**src/rtl/arm_cpu_pkg.sv**
```systemverilog
// Shared definitions for the ARM CPU front end.
// Contents: datapath word width, PC increment, default reset PC,
// the fetch FSM state encoding and a word-alignment helper.
package arm_cpu_pkg;

    localparam int unsigned WORD_W = 32;

    localparam logic [WORD_W-1:0] PC_INCR      = 32'd4;
    localparam logic [WORD_W-1:0] RESET_PC_DEF = 32'h0000_0000;

    typedef enum logic [2:0] {
        ADDR_S  = 3'd0,
        READ_S  = 3'd1,
        LATCH_S = 3'd2,
        HOLD_S  = 3'd3,
        FAULT_S = 3'd4
    } fetch_state_e;

    // Instruction addresses are always word aligned.
    function automatic logic [WORD_W-1:0] word_align(input logic [WORD_W-1:0] addr);
        return addr & ~32'h0000_0003;
    endfunction

endpackage

```
**src/rtl/fetch_timeout_counter.sv**
```systemverilog
// 8-bit saturating cycle counter used to bound the wait for memory completion.
// Ports:
//   clk, rst_n  - clock, asynchronous active-low reset
//   clr_i       - synchronous clear to zero (has priority over en_i)
//   en_i        - count up by one, saturating at 8'hFF
//   expired_o   - count has reached LIMIT-1
module fetch_timeout_counter #(
    parameter int unsigned LIMIT = 16
) (
    input  logic clk,
    input  logic rst_n,
    input  logic clr_i,
    input  logic en_i,
    output logic expired_o
);

    localparam logic [7:0] LAST = 8'(LIMIT - 1);

    logic [7:0] count_q, count_d;

    always_comb begin
        count_d = count_q;
        if (clr_i) begin
            count_d = '0;
        end else if (en_i && (count_q != 8'hFF)) begin
            count_d = count_q + 8'd1;
        end
    end

    always_ff @(posedge clk or negedge rst_n) begin
        if (!rst_n) begin
            count_q <= '0;
        end else begin
            count_q <= count_d;
        end
    end

    assign expired_o = (count_q == LAST);

endmodule

```
**src/rtl/instruction_fetch_unit.sv**
```systemverilog
// Instruction fetch unit: fetches 32-bit words through MAR/MDR, holds them in
// the instruction register and hands them to the decoder with valid/ready.
// Ports:
//   clk, rst_n                    - clock, asynchronous active-low reset
//   mar_en, mem_addr              - load MAR with the current PC
//   ram_en, mfc, mem_rdata        - RAM read request / completion / data
//   mdr_en                        - load MDR from mem_rdata
//   instRegister_en               - load instruction register
//   instruction, pc_out           - held word and its address
//   instr_valid, instr_ready      - decoder handshake
//   branch_valid, branch_target   - PC redirect
//   fetch_fault                   - sticky memory-timeout flag
module instruction_fetch_unit
    import arm_cpu_pkg::*;
#(
    parameter logic [WORD_W-1:0] RESET_PC    = RESET_PC_DEF,
    parameter int unsigned       MFC_TIMEOUT = 16
) (
    input  logic              clk,
    input  logic              rst_n,
    output logic              mar_en,
    output logic [WORD_W-1:0] mem_addr,
    output logic              ram_en,
    input  logic              mfc,
    input  logic [WORD_W-1:0] mem_rdata,
    output logic              mdr_en,
    output logic              instRegister_en,
    output logic [WORD_W-1:0] instruction,
    output logic              instr_valid,
    input  logic              instr_ready,
    output logic [WORD_W-1:0] pc_out,
    input  logic              branch_valid,
    input  logic [WORD_W-1:0] branch_target,
    output logic              fetch_fault
);

    fetch_state_e      state_q, state_d;
    logic [WORD_W-1:0] pc_q, pc_d;
    logic [WORD_W-1:0] mdr_q, mdr_d;
    logic [WORD_W-1:0] ir_q, ir_d;
    logic [WORD_W-1:0] pc_out_q, pc_out_d;
    logic              discard_q, discard_d;
    logic              fault_q, fault_d;

    logic              mar_c, ram_c, mdr_c, ir_c;
    logic              tmo_clr, tmo_en, tmo_expired;
    logic [WORD_W-1:0] branch_pc;

    assign branch_pc = word_align(branch_target);

    fetch_timeout_counter #(
        .LIMIT(MFC_TIMEOUT)
    ) u_timeout (
        .clk      (clk),
        .rst_n    (rst_n),
        .clr_i    (tmo_clr),
        .en_i     (tmo_en),
        .expired_o(tmo_expired)
    );

    always_comb begin
        state_d   = state_q;
        pc_d      = pc_q;
        mdr_d     = mdr_q;
        ir_d      = ir_q;
        pc_out_d  = pc_out_q;
        discard_d = discard_q;
        fault_d   = fault_q;
        mar_c     = 1'b0;
        ram_c     = 1'b0;
        mdr_c     = 1'b0;
        ir_c      = 1'b0;
        tmo_clr   = 1'b0;
        tmo_en    = 1'b0;

        unique case (state_q)
            ADDR_S: begin
                mar_c   = 1'b1;
                tmo_clr = 1'b1;
                if (branch_valid) begin
                    pc_d    = branch_pc;
                    state_d = ADDR_S;
                end else begin
                    state_d = READ_S;
                end
            end
            READ_S: begin
                ram_c = 1'b1;
                // The bus transaction is never aborted: a redirect only marks
                // the in-flight word for discard; the last target wins.
                if (branch_valid) begin
                    pc_d      = branch_pc;
                    discard_d = 1'b1;
                end
                if (mfc) begin
                    mdr_c   = 1'b1;
                    mdr_d   = mem_rdata;
                    state_d = LATCH_S;
                end else if (tmo_expired) begin
                    fault_d = 1'b1;
                    state_d = FAULT_S;
                end else begin
                    tmo_en = 1'b1;
                end
            end
            LATCH_S: begin
                if (branch_valid) begin
                    pc_d      = branch_pc;
                    discard_d = 1'b0;
                    state_d   = ADDR_S;
                end else if (discard_q) begin
                    discard_d = 1'b0;
                    state_d   = ADDR_S;
                end else begin
                    ir_c     = 1'b1;
                    ir_d     = mdr_q;
                    pc_out_d = pc_q;
                    pc_d     = pc_q + PC_INCR;
                    state_d  = HOLD_S;
                end
            end
            HOLD_S: begin
                // A redirect wins over a same-cycle consume.
                if (branch_valid) begin
                    pc_d    = branch_pc;
                    state_d = ADDR_S;
                end else if (instr_ready) begin
                    state_d = ADDR_S;
                end
            end
            FAULT_S: begin
                if (branch_valid) begin
                    pc_d      = branch_pc;
                    fault_d   = 1'b0;
                    discard_d = 1'b0;
                    state_d   = ADDR_S;
                end
            end
            default: state_d = ADDR_S;
        endcase
    end

    always_ff @(posedge clk or negedge rst_n) begin
        if (!rst_n) begin
            state_q   <= ADDR_S;
            pc_q      <= RESET_PC;
            mdr_q     <= '0;
            ir_q      <= '0;
            pc_out_q  <= '0;
            discard_q <= 1'b0;
            fault_q   <= 1'b0;
        end else begin
            state_q   <= state_d;
            pc_q      <= pc_d;
            mdr_q     <= mdr_d;
            ir_q      <= ir_d;
            pc_out_q  <= pc_out_d;
            discard_q <= discard_d;
            fault_q   <= fault_d;
        end
    end

    // Reset parks the FSM in ADDR_S, whose strobe would otherwise be high;
    // gating keeps every enable low while rst_n is asserted.
    assign mar_en          = mar_c & rst_n;
    assign ram_en          = ram_c & rst_n;
    assign mdr_en          = mdr_c & rst_n;
    assign instRegister_en = ir_c & rst_n;
    assign instr_valid     = (state_q == HOLD_S) & rst_n;
    assign mem_addr        = pc_q;
    assign instruction     = ir_q;
    assign pc_out          = pc_out_q;
    assign fetch_fault     = fault_q;

endmodule

```
**config.mk**
```make
export PLATFORM = sky130hd
export DESIGN_NAME = instruction_fetch_unit
export DESIGN_NICKNAME = d
export VERILOG_FILES = /design/src/rtl/arm_cpu_pkg.sv /design/src/rtl/fetch_timeout_counter.sv /design/src/rtl/instruction_fetch_unit.sv
export SDC_FILE = /design/constraint.sdc
export NUM_CORES = 1
export LEC_CHECK = 0
export ABC_AREA = 1
export CAP_MARGIN = 0
export CORE_MARGIN = 3
export CORE_UTILIZATION = 53
export DETAILED_ROUTE_END_ITERATION = 8
export PLACE_DENSITY_LB_ADDON = 0.15
export SETUP_SLACK_MARGIN = 0.4
export SYNTH_ARGS = -nofsm -noshare
export SYNTH_HDL_FRONTEND = slang
export SYNTH_SLANG_ARGS = --single-unit
```
**constraint.sdc**
```tcl
create_clock -name clk -period 4.05 [get_ports clk]
set_clock_uncertainty 0.2 [all_clocks]
set_input_delay 0.6075 -clock clk [delete_from_list [all_inputs] [get_ports clk]]
set_output_delay 0.6075 -clock clk [all_outputs]
set_load 0.01 [all_outputs]
```
==> reports/metrics.yaml, run 1 <==
ys_ff_latch: 137
min_period_ns: 3.16
area.growth.synth_to_final_pct: 33.5
worstSetupEndpointType: "primary output"
final.fill_count: 1000
min_period_over_period_pct: 78.1
die_w_um: 118
core_mm2: 0.0122
netlist_instances: 852
synthFlopType: "dfrtp_1"
vias: 5988
avgSynthCellArea_um2: 7.82
die_area_mm2: 0.0140
first_iter_violations: 477
nNetsFinal: 1079
instances_no_fill: 1187
arrival_ns: 2.35
portBuffers: 164
synth_top_family_by_area: "simple AND/OR/NAND/NOR gates"
cts_tree: "done"
grt_pass1_vias: 5809
htreeDepth: 4
synth_xor_area_share_pct: 1.18
synth_top_area_cell: "dfrtp_1"
ios: 171
drc: 0
crit_chain: "dlygate4sd3_1, buf_6, inv_1, nor2_1, clkdlybuf4s50_1"
cp-start-kind: "input pin"
dp_cells: 1156
start_util_pct: 54.8
timing.critical_path.buf_inv: 4
rows: 40
ys_types: 37
rsz0062_at_grt: "false"
power.density_mw_per_mm2: 769
status: "complete, no violations"
grt_use_total_pct: 24.5
cts_inserted_buffers: 17
synth_compound_area_share_pct: 10.1
gp_congestion: 0.914
final_antenna_net_count: 0
grt_antenna_before_repair: 0
grt_pass1_wl_um: 27900
yosysWarningCount: 0
clock_path_buffers: 2
cts.clk_slew.worst_paths_ns: 0.05
finalSetupViolations: 0
power.leakage_nw: 4.08
wirelength_um: 16600
worstHoldPathType: "reg -> reg"
worstMarginPinSlew_ns: 0.794
whs_ns: 0.277
crit_type: "in -> out"
grt_max_degree: 90
clock_latency_ns: 0.41
timing.setup.tns_ns: 0
drive_above_1_share_pct: 6.77
hold_viol: 0
max_stage_delay_ns: 0.56
cpMaxStageDelayCell: "clkdlybuf4s50_1"
synth_fa_ha_area_share_pct: 0.375
vias_per_cell: 5.04
seq_area_frac_synth_pct: 51.4
cts.sinks: 137
cp.required_ns: 3.24
slew_violations: 0
cpLargestDelayFamily: "buffers and inverters"
peakVddDrop_v: 0.000444
synth.mux.area_fraction_pct: 0
dr.pass1.iters: 5
root_buffer: "clkbuf_16"
ys_top_cells_by_area: "dfrtp_1, nand2_1, o21ai_0"
routedWlPerCell_um: 14.0
async_flop_share_pct: 100
yosys.area_share.simple_pct: 28.5
synth_area_mm2: 0.00667
timing.slew.headroom_pct: 47.1
fmax_mhz: 316
dieHeight_um: 118
n_antenna_cell: 0
cts_resized: 0
cp_max_fo: 37
synth_edf_count: 0
synth_top_area_share_pct: 51.4
post-dp-hpwl_um: 11700
overflow: 0
max-cap-violations: 0
[state kept, by name (all words and copies together), names as in the netlist]
name / flops
discard_q: 1
fetch_fault: 1
instruction: 32
mdr_q: 32
mem_addr: 30
pc_out: 30
state_q: 3
u_timeout.count_q: 8
[worst min-delay path: cells and delay by family (launching register included)]
kind               cells  cell delay (ns)
and+or+nand+nor        1             0.05
AOI/OAI and AO/OA      1             0.05
DFF                    1             0.34
[synthesized netlist by cell type, types with 2 or more instances]
library cell	count
buf_4	7
xnor2_1	2
nand4_1	3
buf_6	9
nor2_2	6
xor2_1	7
ha_1	2
nor2_4	2
o21ai_2	4
dfrtp_1	137
nor2_1	103
clkbuf_1	6
nand3_1	50
nor3_1	3
or2_2	3
a31oi_1	2
buf_2	13
nand2_4	4
o21ai_0	98
a21oi_1	6
inv_2	6
nand2_2	3
o22ai_1	2
nand2_1	275
inv_1	74
o21ai_1	14
[metal layers]
layer / vias up / share of wire (%) / GRT usage, %
li1: 2988 / - / -
met1: 2779 / 46 / 33.8
met2: 195 / 46 / 37.6
met3: 26 / 6.5 / 6.32
met4: 0 / 1.7 / 8.94
met5: - / 0 / 0
[power breakdown]
group	internal, mW	switching (mW)	total (mW)
registers	1.99	0.462	2.45
logic	1.32	1.64	2.96
clock network	0.870	0.561	1.43
[stage by stage]
step / util (%) / power, mW / worst slack [ns] / instance area (um2)
final: 73.1 / 6.84 / 0.889 / 8890
after floorplan: - / 4.09 / 1.92 / 6680
after global routing: 73.1 / 7.36 / 0.750 / 8890
after global placement: 68.5 / 5.34 / 0.948 / 8330
after CTS: 73.1 / 6.89 / 0.854 / 8890
after detailed placement: 68.5 / 5.42 / 0.909 / 8330
[area by class of cell]
| cell class | count | area [um2] | area share (%) |
|---|---|---|---|
| multi-input cells | 601 | 2700 | 30.4 |
| repair buffers | 169 | 1680 | 18.9 |
| well taps | 168 | 210 | 2.36 |
| flip-flops and latches | 137 | 3430 | 38.5 |
| clock buffers | 20 | 457 | 5.13 |
| inverters | 82 | 315 | 3.54 |
| clock inverters | 10 | 97.6 | 1.10 |
[kinds of logic (layout without fill, tap and decap cells)]
kind of cell | after synthesis | count (layout)
other | 1 | 4
adders and majority gates | 2 | 2
AOI/OAI and AO/OA | 129 | 129
DFF | 137 | 137
and+or+nand+nor | 457 | 457
buffers and inverters | 117 | 281
xor gates and xnor gates | 9 | 9
[worst paths after layout]
kind                             from  slack (ns)  cells after the start              end
max in group asynchronous       rst_n        2.08                      3        pc_out[9]
max reg2reg                state_q[2]        1.93                      4   instruction[5]
min                        pc_out[25]        0.28                      2       pc_out[25]
min in group asynchronous       rst_n        0.45                      2   instruction[7]
min reg2reg                pc_out[25]        0.28                      2       pc_out[25]
max                             rst_n        0.89                      5  instRegister_en
[cells in the final DEF (no fill, tap or decap), types with 2 or more instances in the layout]
cell type,instances
clkdlybuf4s50_1,163
clkbuf_16,17
nand4_1,3
clkinv_2,2
nand3_1,50
inv_6,2
clkinv_4,3
nor2_1,103
a31oi_1,2
nor2_2,5
xor2_1,7
o21ai_0,98
o21ai_1,14
nand2_1,274
inv_2,6
nor3_1,3
buf_4,4
inv_1,74
conb_1,4
a21oi_1,6
nand2_4,5
or2_2,3
o21ai_2,4
ha_1,2
xnor2_1,2
nor2_4,3
nand2_2,3
dfrtp_1,137
clkbuf_8,2
clkinvlp_4,3
o22ai_1,2
[repair_timing]
action | CTS | global route
buffers inserted | 0 | 0
hold endpoints to repair | 34 | 0
hold buffers | 1 | 0
endpoints found under the setup margin | 0 | 0
Power figures use the tool's default switching activity.
==> inputs of run 2 (changes only) <==
--- a/config.mk
+++ b/config.mk
@@ -8,7 +8,7 @@
 export ABC_AREA = 1
 export CAP_MARGIN = 0
 export CORE_MARGIN = 3
-export CORE_UTILIZATION = 53
+export CORE_UTILIZATION = 45
 export DETAILED_ROUTE_END_ITERATION = 8
 export PLACE_DENSITY_LB_ADDON = 0.15
 export SETUP_SLACK_MARGIN = 0.4
==> constraint.sdc (replaced) <==
create_clock -name clk -period 2.7 [get_ports clk]
set_clock_uncertainty 0.2 [all_clocks]
set_input_delay 0.405 -clock clk [delete_from_list [all_inputs] [get_ports clk]]
set_output_delay 0.405 -clock clk [all_outputs]
set_load 0.01 [all_outputs]
==> reports/metrics.yaml, run 2 (same netlist as run 1, synthesis figures left out) <==
gp_congestion: 0.903  # was 0.914
fmax_mhz: 442
wirelength_um: 17200  # was 16600 um
grt_pass1_vias: 5563  # was 5809
cts.clk_slew.worst_paths_ns: 0.06  # was 0.05 ns
cp-start-kind: "register"  # was input pin
hold_viol: 0  # unchanged
cts_tree: "done"  # unchanged
clock_latency_ns: 0.42  # was 0.41 ns
cpLargestDelayFamily: "flip-flops"  # was buffers and inverters
max-cap-violations: 0  # unchanged
clock_path_buffers: 2  # unchanged
cts_inserted_buffers: 17  # unchanged
area.growth.synth_to_final_pct: 35.7  # was 33.5%
startpoint: "state_q[2]"  # was rst_n
worstHoldPathType: "reg -> reg"  # unchanged
worstReg2RegStart: "mem_addr[3]"  # was state_q[2]
core_mm2: 0.0142  # was 0.0122 mm2
timing.setup.tns_ns: 0  # unchanged
min_period_over_period_pct: 83.8
slew_violations: 0  # unchanged
final_common_cell: "nand2_1"  # unchanged
portBuffers: 164  # unchanged
max_stage_delay_ns: 0.43  # was 0.56 ns
finalSetupViolations: 0  # unchanged
utilization_pct: 63.7  # was 73.1%
timing.slew.headroom_pct: 51.2  # was 47.1%
hold_start: "pc_out[24]"  # was pc_out[25]
die_w_um: 128  # was 118 um
arrival_ns: 1.66  # was 2.35 ns
dp_cells: 1169  # was 1156
setup_slack_ns: 0.436  # was 0.889 ns
instances_no_fill: 1207  # was 1187
htreeDepth: 4  # unchanged
n_antenna_cell: 0  # unchanged
multiInputGateArea_mm2: 0.00273  # was 0.00270 mm2
rows: 43  # was 40
status: "complete, no violations"  # unchanged
crit_type: "reg -> out"  # was in -> out
post-dp-hpwl_um: 11800  # was 11700 um
preCtsSetupSlack_ns: 0.214  # was 0.909 ns
grt_max_degree: 138  # was 90
vias: 5946  # was 5988
ios: 171  # unchanged
grt_use_total_pct: 21.6  # was 24.5%
seq_area_mm2: 0.00343  # about the same
overflow: 0  # unchanged
die_area_mm2: 0.0163  # was 0.0140 mm2
grt_antenna_before_repair: 0  # unchanged
grt_pass1_wl_um: 28100  # was 27900 um
final.fill_count: 1291  # was 1000
rsz0062_at_grt: "true"  # was false
worstMarginPinSlew_ns: 0.732  # was 0.794 ns
start_util_pct: 46.9  # was 54.8%
drive_above_1_share_pct: 8.08  # was 6.77%
root_buffer: "clkbuf_16"  # unchanged
first_iter_violations: 422  # was 477
dr.pass1.iters: 6  # was 5
dieHeight_um: 128  # was 118 um
cp.required_ns: 2.10  # was 3.24 ns
final_cell_mix: "nand2_1, clkdlybuf4s50_1, dfrtp_1"  # unchanged
timing.critical_path.buf_inv: 2  # was 4
drc: 0  # unchanged
vias_per_cell: 4.93  # was 5.04
nNetsFinal: 1085  # was 1079
min_period_ns: 2.26
final_antenna_net_count: 0  # unchanged
cp_max_fo: 4  # was 37
routedWlPerCell_um: 14.2  # was 14.0 um
cts.sinks: 137  # unchanged
whs_ns: 0.278  # was 0.277 ns
power.density_mw_per_mm2: 1170  # was 769 mW/mm2
peakVddDrop_v: 0.000743  # was 0.000444 V
worstSetupEndpointType: "primary output"  # unchanged
crit_chain: "buf_4, nor3_4, nand2_4, nor2_1, dlygate4sd2_1"  # was dlygate4sd3_1, buf_6, inv_1, nor2_1, clkdlybuf4s50_1
cpMaxStageDelayCell: "dfrtp_2"  # was clkdlybuf4s50_1
power.leakage_nw: 4.17  # was 4.08 nW
## run 2: layout make-up
| class | instances | share of cell area (%) |
|---|---|---|
| Tap cell | 180 | 2.49 |
| Inverter | 82 | 3.49 |
| Clock inverter | 10 | 1.29 |
| Multi-Input combinational cell | 601 | 30.2 |
| Clock buffer | 22 | 5.35 |
| Timing Repair Buffer | 175 | 19.3 |
| Sequential cell | 137 | 37.9 |
## run 2: what timing repair did
action                                  4_1_cts  5_1_grt
pin swaps                                     1        1
setup buffers                                 3        2
hold buffers                                  1        0
hold endpoints to repair                     93        0
resized for setup                            14        2
endpoints found under the setup margin        5        3
## run 2: path summary, 6_finish.rpt
kind / slack [ns] / cells past startpoint / end
setup / recovery: 0.44 / 5 / instRegister_en
hold / removal: 0.28 / 2 / pc_out[24]
setup reg to reg: 0.64 / 10 / mem_addr[28]
hold reg to reg: 0.28 / 2 / pc_out[24]
max in group asynchronous: 1.22 / 3 / state_q[2]
min in group asynchronous: 0.49 / 3 / instruction[7]
## run 2: stage by stage
| stage | power [mW] | instance area (um2) |
|---|---|---|
| floorplan | 6.14 | 6680 |
| global placement | 8.09 | 8380 |
| detailed placement | 8.17 | 8380 |
| CTS | 10.6 | 9030 |
| global route | 11.4 | 9040 |
| finish | 10.6 | 9040 |
## run 2: worst min-delay path: stages, from the launching register on
cell,delay [ns]
dfrtp_1,0.34
nand2_1,0.05
o21ai_0,0.05
## run 2: where the power goes
| group | internal [mW] | leakage [nW] | total [mW] | switching (mW) |
|---|---|---|---|---|
| clock network | 1.46 | 0.292 | 2.34 | 0.882 |
| registers | 2.98 | 1.72 | 3.67 | 0.685 |
| logic | 2.07 | 2.16 | 4.56 | 2.49 |
## run 2: per-layer routing
layer  share of wire, %  up-vias  GRT usage (%)
met1                 47     2746           31.5
li1                   -     3000              -
met2                 45      187           32.0
met5                  0        -              0
met4               0.99        0           5.56
met3                7.1       13           5.75
